`config.mk`:
```
export PLATFORM = sky130hd
export DESIGN_NAME = fuzz_response_capture
export DESIGN_NICKNAME = d
export VERILOG_FILES = /design/src/rtl/fuzz_pkg.sv /design/src/rtl/fuzz_misr.sv /design/src/rtl/fuzz_response_capture.sv
export SDC_FILE = /design/constraint.sdc
export NUM_CORES = 1
export LEC_CHECK = 0
export ABC_AREA = 1
export CAP_MARGIN = 5
export CORE_MARGIN = 8
export CORE_UTILIZATION = 54
export CTS_CLUSTER_DIAMETER = 100
export DETAILED_ROUTE_END_ITERATION = 8
export GPL_TIMING_DRIVEN = 0
export PLACE_DENSITY = 0.79
export SLEW_MARGIN = 25
export SYNTH_ARGS = -nofsm -noshare
export SYNTH_HDL_FRONTEND = slang
export SYNTH_HIERARCHICAL = 1
export SYNTH_SLANG_ARGS = --single-unit
export TNS_END_PERCENT = 30
```
`constraint.sdc`:
```
create_clock -name clk -period 7.6 [get_ports clk]
set_input_delay 0.76 -clock clk [delete_from_list [all_inputs] [get_ports clk]]
set_output_delay 0.76 -clock clk [all_outputs]
set_load 0.01 [all_outputs]
```
`src/rtl/fuzz_pkg.sv`:
```
// Shared types and constants for the fuzz response capture block.
// FUZZ_CYCLE_COUNT_EN appends a 4-byte cycle count to each signature frame.
package fuzz_pkg;

  typedef enum logic [1:0] {
    IDLE    = 2'd0,
    CAPTURE = 2'd1,
    SEND    = 2'd2
  } state_t;

  localparam logic [191:0] MISR_POLY_DEFAULT = 192'h87;

`ifdef FUZZ_CYCLE_COUNT_EN
  localparam int CYC_BYTES = 4;
`else
  localparam int CYC_BYTES = 0;
`endif

  function automatic int frame_bytes(input int y_width);
    return y_width / 8 + CYC_BYTES;
  endfunction

endpackage

```
`src/rtl/fuzz_misr.sv`:
```
// Multiple-input signature register: shift left, fold the MSB back through POLY, xor in d.
module fuzz_misr
  import fuzz_pkg::*;
#(
  parameter int               WIDTH = 192,
  parameter logic [WIDTH-1:0] POLY  = WIDTH'(MISR_POLY_DEFAULT)
) (
  input  logic             clk,
  input  logic             rst,
  input  logic             clear,
  input  logic             en,
  input  logic [WIDTH-1:0] d,
  output logic [WIDTH-1:0] sig
);

  logic [WIDTH-1:0] r_sig;
  logic [WIDTH-1:0] w_fold;

  assign w_fold = r_sig[WIDTH-1] ? POLY : '0;

  always_ff @(posedge clk or posedge rst) begin
    if (rst) begin
      r_sig <= '0;
    end else if (clear) begin
      r_sig <= '0;
    end else if (en) begin
      r_sig <= {r_sig[WIDTH-2:0], 1'b0} ^ w_fold ^ d;
    end
  end

  assign sig = r_sig;

endmodule

```
`src/rtl/fuzz_response_capture.sv`:
```
// Folds NUM_CYCLES samples of y_in into a MISR, then streams the signature LSB-first as bytes.
// FUZZ_CYCLE_COUNT_EN adds a free-running cycle counter, latched at end of capture and sent last.
module fuzz_response_capture
  import fuzz_pkg::*;
#(
  parameter int                 Y_WIDTH    = 192,
  parameter int                 NUM_CYCLES = 256,
  parameter logic [Y_WIDTH-1:0] MISR_POLY  = Y_WIDTH'(MISR_POLY_DEFAULT)
) (
  input  logic               clk,
  input  logic               rst,
  input  logic               start,
  input  logic [Y_WIDTH-1:0] y_in,
  output logic               busy,
  output logic               done,
  output logic [7:0]         tx_data,
  output logic               tx_valid,
  input  logic               tx_ready
);

  localparam int CNT_W = $clog2(NUM_CYCLES + 1);
  localparam int IDX_W = $clog2(Y_WIDTH / 8 + 4);
  localparam int FRAME = frame_bytes(Y_WIDTH);

  state_t             r_state;
  state_t             w_next;
  logic [CNT_W-1:0]   r_cnt;
  logic [IDX_W-1:0]   r_idx;
  logic               r_done;
  logic [Y_WIDTH-1:0] w_sig;
  logic [FRAME*8-1:0] w_frame;
  logic [7:0]         w_byte;
  logic               w_start_ok;
  logic               w_last_sample;
  logic               w_accept;
  logic               w_last_byte;

  // A start landing in the done cycle is dropped so a frame never restarts on its own tail.
  assign w_start_ok    = (r_state == IDLE) && start && !r_done;
  assign w_last_sample = (r_state == CAPTURE) && (r_cnt == CNT_W'(NUM_CYCLES - 1));
  assign w_accept      = (r_state == SEND) && tx_ready;
  assign w_last_byte   = w_accept && (r_idx == IDX_W'(FRAME - 1));

  always_ff @(posedge clk or posedge rst) begin
    if (rst) begin
      r_state <= IDLE;
    end else begin
      r_state <= w_next;
    end
  end

  always_comb begin
    w_next = r_state;
    case (r_state)
      IDLE:    if (w_start_ok)    w_next = CAPTURE;
      CAPTURE: if (w_last_sample) w_next = SEND;
      SEND:    if (w_last_byte)   w_next = IDLE;
      default: w_next = IDLE;
    endcase
  end

  always_ff @(posedge clk or posedge rst) begin
    if (rst) begin
      r_cnt  <= '0;
      r_idx  <= '0;
      r_done <= 1'b0;
    end else begin
      r_done <= w_last_byte;
      if (w_start_ok) begin
        r_cnt <= '0;
      end else if ((r_state == CAPTURE) && (r_cnt != CNT_W'(NUM_CYCLES))) begin
        r_cnt <= r_cnt + 1'b1;
      end
      if (w_start_ok) begin
        r_idx <= '0;
      end else if (w_accept && !w_last_byte) begin
        r_idx <= r_idx + 1'b1;
      end
    end
  end

  fuzz_misr #(
    .WIDTH (Y_WIDTH),
    .POLY  (MISR_POLY)
  ) u_misr (
    .clk   (clk),
    .rst   (rst),
    .clear (w_start_ok),
    .en    (r_state == CAPTURE),
    .d     (y_in),
    .sig   (w_sig)
  );

`ifdef FUZZ_CYCLE_COUNT_EN
  logic [31:0] r_cyc;
  logic [31:0] r_cyc_lat;

  // Latched value is the count seen in the first SEND cycle.
  always_ff @(posedge clk or posedge rst) begin
    if (rst) begin
      r_cyc     <= '0;
      r_cyc_lat <= '0;
    end else begin
      r_cyc <= r_cyc + 32'd1;
      if (w_last_sample) begin
        r_cyc_lat <= r_cyc + 32'd1;
      end
    end
  end

  assign w_frame = {r_cyc_lat, w_sig};
`else
  assign w_frame = w_sig;
`endif

  always_comb begin
    w_byte = '0;
    for (int k = 0; k < FRAME; k++) begin
      if (r_idx == IDX_W'(k)) w_byte = w_frame[8*k +: 8];
    end
  end

  assign tx_valid = (r_state == SEND);
  assign tx_data  = tx_valid ? w_byte : 8'h00;
  assign busy     = (r_state != IDLE);
  assign done     = r_done;

endmodule

```
# [Yosys cells after proc, flatten, opt, wreduce, memory -nomap -nowiden]
# Cells that the tools add are included.
[classes] add_sub_neg=2 n_eq_ne=30 mux=36 bitwise_logic=2 reduce_logical=16
[ops] op="two-way mux 192 bit" n=2
[ops] op="bitwise XOR 192 bit" n=2
[ops] op="two-way mux 8 bit" n=26
[ops] op="equality test 5 x 4 -> 1 bit (second input constant)" n=8
[ops] op="equality test 5 bit (second input constant)" n=8
[ops] op="equality test 5 x 3 -> 1 bit (second input constant)" n=4
[ops] op="two-way mux 9 bit" n=2
[ops] op="equality test 5 x 2 -> 1 bit (second input constant)" n=2
[ops] op="two-way mux 5 bit" n=2
[ops] op="adder 9 x 1 -> 9 bit (second input constant)" n=1
[ops] op="equality test 9 x 8 -> 1 bit (second input constant)" n=1
[ops] op="inequality test 9 bit (second input constant)" n=1
[ops] op="nonzero test 2 bit" n=4
[ops] op="logical AND 1 bit" n=7
[ops] op="two-way mux 2 bit" n=3
[ops] op="one-hot mux 2 bit (3 select lines)" n=1
[ops] op="adder 5 x 1 -> 5 bit (second input constant)" n=1
[ops] op="equality test 5 x 1 -> 1 bit (second input constant)" n=1
[ops] op="logical NOT 5 bit" n=1
[ops] op="inequality test 2 x 1 -> 1 bit (second input constant)" n=2
[ops] op="AND reduction 3 bit" n=1
[ops] op="equality test 2 x 1 -> 1 bit (second input constant)" n=1
[ops] op="equality test 2 bit (second input constant)" n=1
[ops] op="logical NOT 1 bit" n=2
[ops] op="2 further kinds" n=2
[totals] ff_bits=209

# [Depth between registers and ports, before layout]
[depth] word_depth=26 ltp_mapped=32 ltp_nobuf=32

# [Hierarchy]
# Netlist, hierarchy kept.
[modules_own_cells] module="fuzz_misr" n_inst=1 cells_per_inst=834 area_each_um2=8521.9 seq_area_each_um2=4804.6
[modules_own_cells] module="fuzz_response_capture" n_inst=1 cells_per_inst=647 area_each_um2=3395.8 seq_area_each_um2=425.4

# [Least setup slack after synthesis]
# No wires, ideal clock.
[synth_path] path_kind="flip-flop to output port" startpoint="register r_idx[0]" endpoint="output port tx_data[5]" arrival_time_ps=2516 slack_ps=4324 stages_incl_launch_ff=30 path_cell_list="dfrtp_1 > inv_1 > ha_1 > inv_1 > nor2_1 > nand2_4 > buf_6 > nand3_1 > o211ai_1 > nand3_1 > nand2_1 > nand3_1 > nand2_1 > nand3_1 > nand2_1 > nand2_1 > nand3_1 > nand3_1 > nand2_1 > nand2_1 > nand2_1 > nand3_1 > nand3_1 > nand3_1 > nand3_1 > nand2_1 > nand2_1 > nand2_1 > nand2_1 > a21oi_1"
[synth_via] elab_chain_len=26 word_cells_on_any_way=49 classes_between="23 x eq/ne; 25 x mux; 1 x reduce/logical"
[synth_rtl] element="start, declared" line="fuzz_response_capture.sv:28" source="logic [IDX_W-1:0] r_idx;"
[synth_rtl] element="start signal, assigned" line="fuzz_response_capture.sv:77" source="r_idx <= r_idx + 1'b1;"
[synth_rtl] element="logical NOT 5 bit" line="fuzz_response_capture.sv:119" source="if (r_idx == IDX_W'(k)) w_byte = w_frame[8*k +: 8];"
[synth_rtl] element="two-way mux 8 bit (23 in a row)" line="fuzz_response_capture.sv:119"
[synth_rtl] element="two-way mux 8 bit *" line="fuzz_response_capture.sv:119"
[synth_rtl] element="two-way mux 8 bit *" line="fuzz_response_capture.sv:124" source="assign tx_data = tx_valid ? w_byte : 8'h00;"
[synth_rtl] element="end, declared" line="fuzz_response_capture.sv:16" source="output logic [7:0] tx_data,"
# Mark *: on every way between the ends. The rest lies on a longest branch, timed or not.

# [Worst setup path in the final report]
# Ends and elaborated chain as after synthesis.

==> impl_results.md <==
* Outcome: completed
* Kind of launch point of the worst setup path: flip-flop
* Clock tree from TritonCTS: done
* Pin count of the biggest net entering global routing at 89
* Count of pins on the block boundary at 207
* Vias in the first global route at roughly 11000
* Transition time at the pin with the least slew margin at 0.7383 ns
* Count of TritonRoute iterations in the first routing pass at 6
* Reg-to-reg slack, setup at 5.31 ns
* Hold Buf Count CTS at 0
* Global-route wire length before repair at around 54 mm
* Warnings, synthesis at 6
* Fin nets at approximately 1900
* Relative max-transition margin at 0.5051
* Top area cells in the synthesized netlist: dfrtp_1 (44%), xnor2_1 (14%), nand2_1 (13%)
* Row count at 54
* Number of antenna violations at the first check in global routing at 2
* Worst-path maximum fanout at 10
* Number of hold violations in the final report at 0
* Distinct cell type count after synthesis at between 40 and 50
* Number of H-tree levels at 1
* Die height at about 160 µm
* Post-synthesis cell area at ~12000 µm²
* Total power after layout at around 4.9 mW
* Worst hold slack across all endpoints at ~0.52 ns
* Signed area change from the synthesized netlist to the final layout at 27.73%
* Routed via count divided by cell count at 5.322
* Final critical delay including setup and external delays at between 5 and 6 ns
* Pre-CTS setup slack at roughly 3.1 ns
* Clock tree root driver cell: clkbuf_16
* Post-CTS setup buffer count at 0
* Number of standard cells after synthesis at around 1500
* Count of vias placed by the detailed router at between 10000 and 15000
* Switching power as a share of total power at 0.3601
* Post-cts gate resize count at 0
* Final non-filler cell total at 2014
* CTS Buffer Depth at 3
* DRC violations left at 0
* Share of the core filled with cells in the final layout at 0.6997
* Setup repair after global routing missed its margin: no
* Number of pins with negative max-slew slack in the final report at 0
* Fraction of layout cells with a size suffix above 1 at 0.08545
* Placed wire-length estimate at roughly 25 mm
* WP data required at around 6.8 ns
* Final Routed Wirelength at roughly 33 mm
* Clock tree sinks at 209
* Clock skew at 0.02019 ns
* DRC marker count from the first detailed-route iteration at 919
* Crit-path max cell delay at ~0.58 ns
* Total negative setup slack at 0 ns
* Number of buffers created by CTS at 25
* Final Instance Area at approximately 15000 µm²
* Routed Antenna Nets at 0
* Average wire length per cell after detail routing at roughly 16 µm
* Core ar. at 21760 µm²
* Number of endpoints failing setup at the final stage at 0
* Top-area cell type share of the netlist area at 0.4388
* Crit share post-route at 0.6775
* Crit-path slowest cell: clkdlybuf4s50_1
* Clock latency of the later-clocked register in the worst-skew pair at roughly 0.52 ns
* FMAX at ~0.2 GHz
* Static leakage power at approximately 6.3 nW
* Post-synthesis sequential area ratio at 0.4388
* Avg Synthesized Cell Area at around 8.0 µm²
* Number of buffers inserted by port buffering at roughly 210
* Cell accounting for the most synthesized area: dfrtp_1
* Data arrival, critical path at roughly 4.4 ns
* Die outline area at between 20000 and 30000 µm²
* MaxCap Viol Count at 0
* Hold WC Path Type: reg -> reg
* Overall global routing resource usage at 0.2463
* Clock slew seen by the registers of the worst setup and hold paths at approximately 0.060 ns
* Final worst-path setup slack at around 2.5 ns
* Cell internal pwr at 3.117 mW
* Critical setup path kind: reg -> out
* Number of cells in the design after placement at a little under 2000
* Starting density of the core at 0.5478
* Area post-placement at roughly 14000 µm²
* Psw at 1.754 mW
* Worst IR drop on VDD at 0.1463 mV
* Flip-flop and latch count after synthesis at roughly 210
* Critical Path Sink Type: primary output
* Most frequent cell on the critical path: nand2_1
* Global-route congestion overflow total at 0
* Fraction of power consumed by the clock network at 0.244
* Sequential power share at 0.459
* Routability Congestion at between 0.8 and 0.9
* Post-Synthesis Net Count at 1685
* Power per cell area at around 320 nW/µm²
* Width of the chip at 164.6 µm
* Logic gate share of total power at 0.297
-- routing by layer --
layer  up-vias  track usage  share of wire
met2       392       0.3994           0.47
met5         -            0              0
met3        73      0.03514          0.059
met1      5050       0.3313           0.43
met4         0      0.09009          0.035
li1       5204            -              -
-- kinds of logic after synthesis --
kind of cell               synth area share
buffers and inverters               0.06572
AOI/OAI and AO/OA                    0.1227
adders and majority gates          0.008399
DFF                                  0.4388
and+or+nand+nor                      0.2254
xor gates and xnor gates             0.1389
-- critical path: cells and delay by family, from the launching register on --
| kind | cells | cell delay (ns) |
|---|---|---|
| flip-flops | 1 | 0.44 |
| adder cells (fa/ha/maj) | 1 | 0.22 |
| buffers and inverters | 4 | 0.91 |
| AND/OR/NAND/NOR | 23 | 2.01 |
| AO/OA/AOI/OAI | 2 | 0.29 |
-- synthesized netlist by cell type (all sizes together) --
cell      n
nand3b    4
o211ai    4
o22ai     5
or2      35
inv     121
a211oi    2
buf      20
nand2   426
clkbuf   36
xnor2   189
bufinv    1
a21oi    12
nand4     3
nand3   103
o21bai    3
ha        8
a21o      1
nor2     40
a31oi     2
nor3      8
nor4      2
o31ai     1
clkinv    3
o21ai   243
dfrtp   209
-- area by class of cell --
type,count,area (µm²)
multi-input cells,1091,5909
diodes,2,5.005
flip-flops and latches,209,5230
well taps,280,350.3
clock buffers,29,660.6
inverters,125,491.7
fillers,1745,6534
repair buffers,208,2117
plain buffers,56,299.0
clock inverters,14,158.9
-- sequential cells by signal, summed over array words and instances, names as in the netlist --
name and count:
r_cnt 9, u_misr/sig 192, done 1, r_idx 5, r_state 2
-- final timing paths --
kind	to	startpoint	cells after the start
max in group asynchronous	u_misr/sig[147]	rst	4
min in group asynchronous	u_misr/sig[11]	rst	2
setup reg to reg	u_misr/sig[6]	r_state[0]	9
setup / recovery	tx_data[5]	r_idx[0]	30
hold reg to reg	r_state[0]	r_state[1]	1
hold / removal	r_state[0]	r_state[1]	1
-- placed cells by master (no fill, tap or decap), types with 4 or more instances in the layout --
master / instances
nand2_1: 423
o21ai_0: 234
dfrtp_1: 209
clkdlybuf4s50_1: 206
xnor2_1: 189
inv_1: 109
nand3_1: 102
or2_2: 32
nor2_1: 30
clkbuf_1: 28
clkbuf_16: 25
inv_2: 11
buf_2: 11
a21oi_1: 9
clkbuf_2: 9
nor2_4: 8
clkinv_2: 8
ha_1: 8
buf_6: 7
nor3_1: 7
o21ai_2: 7
nand3b_1: 4
o211ai_1: 4
-- power groups by stage --
stage | registers, mW | clock network (mW) | logic, mW
floorplan | 2.07 | 0 | 1.05
global placement | 2.21 | 0 | 1.36
detailed placement | 2.23 | 0 | 1.42
CTS | 2.22 | 1.21 | 1.44
global route | 2.31 | 1.26 | 1.62
finish | 2.23 | 1.19 | 1.45
No activity file was read; power rests on OpenSTA's default activity.
